--- src/rtl/meas_point_fifo.sv ---
// meas_point_fifo: Wishbone-readable FIFO of measurement points {ch, delay code, DAC code}.
// Define MEAS_POINT_FIFO_OVF_CNT_EN to add the saturating dropped-point counter at index 2.
module meas_point_fifo #(
  parameter int unsigned DEPTH = 16
) (
  input  logic        wb_clk_i,
  input  logic        wb_rst_i,
  input  logic [31:0] wb_dat_i,
  output logic [31:0] wb_dat_o,
  input  logic [31:0] wb_adr_i,
  input  logic        wb_we_i,
  input  logic [3:0]  wb_sel_i,
  input  logic        wb_cyc_i,
  input  logic        wb_stb_i,
  output logic        wb_ack_o,
  input  logic        point_rdy_i,
  input  logic [15:0] point_v_i,
  input  logic [9:0]  point_t_i,
  input  logic        point_ch_i,
  output logic        fifo_nempty_o
);

  localparam int unsigned AW = (DEPTH > 1) ? $clog2(DEPTH) : 1;
  localparam int unsigned CW = 9;
  localparam int unsigned EW = 27;
  localparam int unsigned IW = 3;
  localparam logic [IW-1:0] IDX_DATA   = IW'(0);
  localparam logic [IW-1:0] IDX_STATUS = IW'(1);
  localparam logic [IW-1:0] IDX_OVF    = IW'(2);

  logic [EW-1:0] mem_q [DEPTH];
  logic [AW-1:0] rd_ptr_q, rd_ptr_d, wr_ptr_q, wr_ptr_d;
  logic [CW-1:0] count_q, count_d;
  logic          ovf_q, ovf_d;
  logic          ack_q, ack_d;
  logic          nempty_q, nempty_d;
  logic [31:0]   dat_q, dat_d;

  logic          req, rd_req, wr_req, empty, full;
  logic          pop, push, drop, stat_wr, flush, ovf_clr;
  logic [IW-1:0] idx;
  logic [EW-1:0] head;
  logic [31:0]   rdata, ovf_rdata;

  logic unused_c;
  assign unused_c = ^{wb_adr_i[31:5], wb_adr_i[1:0], wb_sel_i[3:1], wb_dat_i[31:3], wb_dat_i[1]};

  // Decode: every request is acked one cycle later, so effects happen on the edge that raises ack.
  always_comb begin
    req     = wb_cyc_i & wb_stb_i & ~ack_q;
    rd_req  = req & ~wb_we_i;
    wr_req  = req & wb_we_i;
    idx     = wb_adr_i[4:2];
    empty   = (count_q == CW'(0));
    full    = (count_q == CW'(DEPTH));
    head    = mem_q[rd_ptr_q];
    pop     = rd_req & (idx == IDX_DATA) & ~empty;
    stat_wr = wr_req & (idx == IDX_STATUS) & wb_sel_i[0];
    flush   = stat_wr & wb_dat_i[0];
    ovf_clr = stat_wr & wb_dat_i[2];
    // A same-edge pop frees the slot, so a full FIFO only drops when nothing leaves.
    push    = point_rdy_i & ~flush & (~full | pop);
    drop    = point_rdy_i & ~flush & full & ~pop;
  end

  always_comb begin
    rdata = '0;
    case (idx)
      IDX_DATA:   rdata = empty ? 32'h0 : {head[26], 1'b1, 4'b0, head[25:0]};
      IDX_STATUS: rdata = {7'b0, count_q, 13'b0, ovf_q, full, empty};
      IDX_OVF:    rdata = ovf_rdata;
      default:    rdata = '0;
    endcase
  end

  always_comb begin
    ack_d    = req;
    rd_ptr_d = rd_ptr_q;
    wr_ptr_d = wr_ptr_q;
    count_d  = count_q;
    dat_d    = dat_q;
    ovf_d    = (ovf_q & ~ovf_clr) | drop;
    if (flush) begin
      rd_ptr_d = '0;
      wr_ptr_d = '0;
      count_d  = '0;
    end else begin
      if (pop)  rd_ptr_d = rd_ptr_q + AW'(1);
      if (push) wr_ptr_d = wr_ptr_q + AW'(1);
      if (push && !pop)      count_d = count_q + CW'(1);
      else if (pop && !push) count_d = count_q - CW'(1);
    end
    if (rd_req)      dat_d = rdata;
    else if (wr_req) dat_d = '0;
    nempty_d = (count_d != CW'(0));
  end

  always_ff @(posedge wb_clk_i or posedge wb_rst_i) begin
    if (wb_rst_i) begin
      rd_ptr_q <= '0;
      wr_ptr_q <= '0;
      count_q  <= '0;
      ovf_q    <= 1'b0;
      ack_q    <= 1'b0;
      nempty_q <= 1'b0;
      dat_q    <= '0;
    end else begin
      rd_ptr_q <= rd_ptr_d;
      wr_ptr_q <= wr_ptr_d;
      count_q  <= count_d;
      ovf_q    <= ovf_d;
      ack_q    <= ack_d;
      nempty_q <= nempty_d;
      dat_q    <= dat_d;
    end
  end

  // Storage has no reset; only the pointers define which entries are live.
  always_ff @(posedge wb_clk_i) begin
    if (push) mem_q[wr_ptr_q] <= {point_ch_i, point_t_i, point_v_i};
  end

`ifdef MEAS_POINT_FIFO_OVF_CNT_EN
  logic [15:0] ovf_cnt_q, ovf_cnt_d;

  // Clear is applied first so a drop on the same edge still counts.
  always_comb begin
    ovf_cnt_d = ovf_cnt_q;
    if (wr_req && (idx == IDX_OVF)) ovf_cnt_d = '0;
    if (drop && (ovf_cnt_d != 16'hFFFF)) ovf_cnt_d = ovf_cnt_d + 16'd1;
  end

  always_ff @(posedge wb_clk_i or posedge wb_rst_i) begin
    if (wb_rst_i) ovf_cnt_q <= '0;
    else          ovf_cnt_q <= ovf_cnt_d;
  end

  assign ovf_rdata = {16'h0, ovf_cnt_q};
`else
  assign ovf_rdata = '0;
`endif

  assign wb_dat_o      = dat_q;
  assign wb_ack_o      = ack_q;
  assign fifo_nempty_o = nempty_q;

endmodule

--- config.mk ---
export PLATFORM = sky130hd
export DESIGN_NAME = meas_point_fifo
export DESIGN_NICKNAME = d
export VERILOG_FILES = /design/src/rtl/meas_point_fifo.sv
export SDC_FILE = /design/constraint.sdc
export NUM_CORES = 1
export LEC_CHECK = 0
export CORE_AREA = 2 2 221 223
export CTS_CLUSTER_SIZE = 24
export DETAILED_ROUTE_END_ITERATION = 8
export DIE_AREA = 0 0 223 225
export PLACE_DENSITY = 0.58
export SLEW_MARGIN = 25
export SYNTH_ARGS = -nofsm -noshare
export SYNTH_HDL_FRONTEND = slang
export SYNTH_SLANG_ARGS = --single-unit
--- constraint.sdc ---
create_clock -name wb_clk_i -period 9.7 [get_ports wb_clk_i]
set_clock_uncertainty 0.1 [all_clocks]
set_input_delay 1.94 -clock wb_clk_i [delete_from_list [all_inputs] [get_ports wb_clk_i]]
set_output_delay 1.94 -clock wb_clk_i [all_outputs]
set_load 0.02 [all_outputs]
==> run metrics <==
cell count after synthesis 909; Worst setup startpoint wb_cyc_i; weighted congestion at the end of routability-driven global placement 0.777; category of the critical setup timing path in -> reg; global-route total usage across every layer 16.8%; most crowded layer after global routing met2; worst max-slew margin expressed relative to the limit 32.6%; post-route ant nets 0; count of cell types in the netlist 53; post-detailed-route DRC marker count 0; number of clock sinks 480; Total Nets Final 1,106; leading cell types by count after synthesis sky130_fd_sc_hd__edfxtp_1 (432), sky130_fd_sc_hd__mux4_2 (123), sky130_fd_sc_hd__dfrtp_1 (48), sky130_fd_sc_hd__nand2_1 (34), sky130_fd_sc_hd__clkbuf_1 (27); Achievable Freq 193 MHz; total routed wirelength 41,400 um; count of buffers inserted at the top-level ports 68; RSZ-0062 raised after global routing false; Post-Synthesis Cell Area 0.0189 mm2; die width 223 um; share of the core filled with cells in the final layout 46.2%; Congestion Overflow GR 0; largest vdd supply drop 141 uV; post-detail-place hpwl 21,600 um; Arrival @ worst endpoint 5.32 ns; Core Area 0.0475 mm2; reg2reg end mem_q[14][5]; cell breakdown of the critical path clkdlybuf4s50_1, nand3b_1, buf_4, inv_1, o2111a_1, buf_4, o211a_1, nand3_1, nor2_4, buf_4; Pwr per Cell Area 251 mW/mm2; WP depth 10; cell with the largest stage delay on the worst path sky130_fd_sc_hd__nor2_4; maximum number of pins on one net before global-route repair 112; sum of negative setup slack 0 ns; WL/cell 25.0 um; global-route wire length before repair 61,600 um; Switch Pwr 1.44 mW; clock latency reported for the late side of the worst-skew pair 0.58 ns; Clock Tree Root sky130_fd_sc_hd__clkbuf_16; critical path peak fanout 32; dominant cell by count in the synthesized netlist sky130_fd_sc_hd__edfxtp_1; area of the die 0.0502 mm2; standard-cell row count 80; Startpoint Class input pin; Vias/cell 5.48; number of clock buffers inserted by TritonCTS 49; largest cells by area after synthesis sky130_fd_sc_hd__edfxtp_1 (69%), sky130_fd_sc_hd__mux4_2 (15%), sky130_fd_sc_hd__dfrtp_1 (6.4%); post-layout minimum cycle time 5.19 ns; post-CTS sizing 0; status complete, no violations; final period utilization 53.5%; slew at the pin closest to its max-slew limit 1.01 ns; family of cells with the greatest summed delay on the critical path buffers and inverters; Post-Syn Area per Cell 20.8 um2; crit path to mem_q[14][5]; area growth from synthesis to final layout 16.4%; total internal power 4.08 mW; initial antenna violation count 1; Static Leakage 6.97 nW; sw frac 26.1%; crit-path max cell delay 0.54 ns; commonest register cell after synthesis sky130_fd_sc_hd__edfxtp_1; sequential share of power 46.9%; launching point of the worst reg2reg path wb_ack_o; Async S/R FF share, synth 10.0%; Slew Viols, Final 0; fill cell instance count of the final layout 3,924; register-to-register setup slack 5.88 ns; R2R cell count 9; max-cap check violation count 0; largest buffer count on any clock path 3; Gate power share 19.5%; cell repeated most along the worst path sky130_fd_sc_hd__buf_4; post-CTS repair timing setup buffer count 0; Worst Path Required 9.84 ns; YS warnings 0; number of iterations in the first detailed-routing pass 5; flops & latches, synth 480; CTS tree done; fraction of final layout cells sized beyond drive strength 1 23.2%; count of hold-fix buffers inserted at cts 0; M1 GR Usage 23.7%; via count of the first global-routing pass 9,448; number of top-level pins 135; Initial Utilization 39.7%; Setup-failing EPs final 0; height of the die 225 um; area share of the largest cell type after synthesis 68.7%; met2 demand-to-capacity share in global routing 27.2%; portion of the post-synthesis area used by sequential elements 75.1%; Worst-path clk slew 0.06 ns; starting DRC count in detailed routing 926; area leader, netlist sky130_fd_sc_hd__edfxtp_1; CP Buf/Inv Count 5; Post-synth EDFFs 432; HP Class reg -> reg; number of levels the H-tree was split into 2; CP Capture Type flip-flop; Global Route met3 Usage 2.69%; final hold violation count 0; via total after detailed routing 9,063; part of the total power dissipated in the clock network 33.7%
==> cells by family (layout without fill, tap and decap cells) <==
family                     count (synthesis)  after routing  synth area share, %
and+or+nand+nor                          115            115                 3.33
DFF                                      480            480                 75.1
xor gates and xnor gates                   9              9                0.417
AOI/OAI and AO/OA                         85             85                 3.28
other                                      1              5               0.0199
adders and majority gates                  7              7                0.464
muxes                                    142            142                 15.7
buffers and inverters                     70            196                 1.73
==> how the worst min path moves through the flow <==
| stage | endpoint | start | slack (ns) | depth (start not counted) |
|---|---|---|---|---|
| after floorplan | ovf_q | ovf_q | 0.35 | 2 |
| after global placement | wb_dat_o[30] | wb_dat_o[30] | 0.37 | 2 |
| after detailed placement | wb_dat_o[23] | wb_dat_o[23] | 0.38 | 2 |
| after CTS | wb_dat_o[23] | wb_dat_o[23] | 0.39 | 2 |
| after global routing | wb_dat_o[13] | wb_dat_o[13] | 0.42 | 1 |
| final | wb_dat_o[23] | wb_dat_o[23] | 0.38 | 2 |
==> state kept, by name (all words and copies together) (netlist names) <==
| signal | count |
|---|---|
| ovf_q | 1 |
| rd_ptr_q | 4 |
| count_q | 9 |
| wr_ptr_q | 4 |
| wb_ack_o | 1 |
| fifo_nempty_o | 1 |
| mem_q | 432 |
| wb_dat_o | 28 |
==> final cells by class <==
cell class | count | area (um2) | share of cell area [%]
tap | 615 | 769 | 3.50
timing repair buffer | 93 | 901 | 4.10
inverter | 12 | 45.0 | 0.205
clock inverter | 25 | 249 | 1.13
clock buffer | 66 | 1330 | 6.06
multi-input combinational | 362 | 4490 | 20.5
sequential | 480 | 14200 | 64.5
antenna | 1 | 2.50 | 0.0114
==> cell usage in the layout (no fill, tap or decap), types with 5 or more instances in the layout <==
cell / instances
sky130_fd_sc_hd__nor4_2: 5
sky130_fd_sc_hd__clkbuf_1: 14
sky130_fd_sc_hd__ha_1: 7
sky130_fd_sc_hd__edfxtp_1: 432
sky130_fd_sc_hd__nand4_1: 5
sky130_fd_sc_hd__a22o_1: 15
sky130_fd_sc_hd__nor2_1: 11
sky130_fd_sc_hd__o21ai_0: 15
sky130_fd_sc_hd__clkinv_2: 5
sky130_fd_sc_hd__nor3_2: 5
sky130_fd_sc_hd__a211oi_1: 13
sky130_fd_sc_hd__nand2_1: 34
sky130_fd_sc_hd__a22oi_1: 11
sky130_fd_sc_hd__nor2b_1: 12
sky130_fd_sc_hd__mux4_2: 123
sky130_fd_sc_hd__buf_4: 23
sky130_fd_sc_hd__clkdlybuf4s50_1: 68
sky130_fd_sc_hd__clkinv_1: 13
sky130_fd_sc_hd__clkbuf_16: 50
sky130_fd_sc_hd__a21oi_1: 14
sky130_fd_sc_hd__xor2_1: 5
sky130_fd_sc_hd__bufinv_16: 5
sky130_fd_sc_hd__mux2i_1: 19
sky130_fd_sc_hd__dfrtp_1: 44
sky130_fd_sc_hd__inv_1: 11
==> metrics by stage <==
stage / cell area (um2) / hold slack [ns] / total power [mW] / cells / worst slack [ns]
after floorplan: 18900 / 0.348 / 3.38 / 912 / 3.64
after global placement: 20300 / 0.366 / 3.70 / 1561 / 3.88
after detailed placement: 20400 / 0.377 / 3.72 / 1561 / 3.77
after CTS: 21900 / 0.390 / 5.58 / 1652 / 4.43
after global routing: 22000 / 0.424 / 5.76 / 1653 / 4.25
final: 22000 / 0.382 / 5.52 / 1654 / 4.51
==> worst register-to-register path, cell delays in order, from the launching register on <==
cell                       delay [ns]
sky130_fd_sc_hd__dfrtp_1         0.37
sky130_fd_sc_hd__nand3b_1        0.16
sky130_fd_sc_hd__buf_4           0.29
sky130_fd_sc_hd__inv_1           0.24
sky130_fd_sc_hd__o2111a_1        0.23
sky130_fd_sc_hd__buf_4           0.38
sky130_fd_sc_hd__o211a_1         0.36
sky130_fd_sc_hd__nand3_1         0.34
sky130_fd_sc_hd__nor2_4          0.54
sky130_fd_sc_hd__buf_4           0.46
==> power groups by stage <==
stage	clock network, mW	registers, mW	logic (mW)
after detailed placement	0	2.63	1.09
after floorplan	0	2.56	0.820
after CTS	1.90	2.59	1.09
final	1.86	2.59	1.07
after global routing	1.98	2.61	1.17
after global placement	0	2.63	1.08
==> per-layer routing <==
metal | up-vias | wire (um)
met3 | 54 | 1770
met2 | 198 | 20100
met4 | 0 | 764
met5 | - | 0
met1 | 4874 | 18800
li1 | 3937 | -
(Power assumes the default switching activity.)
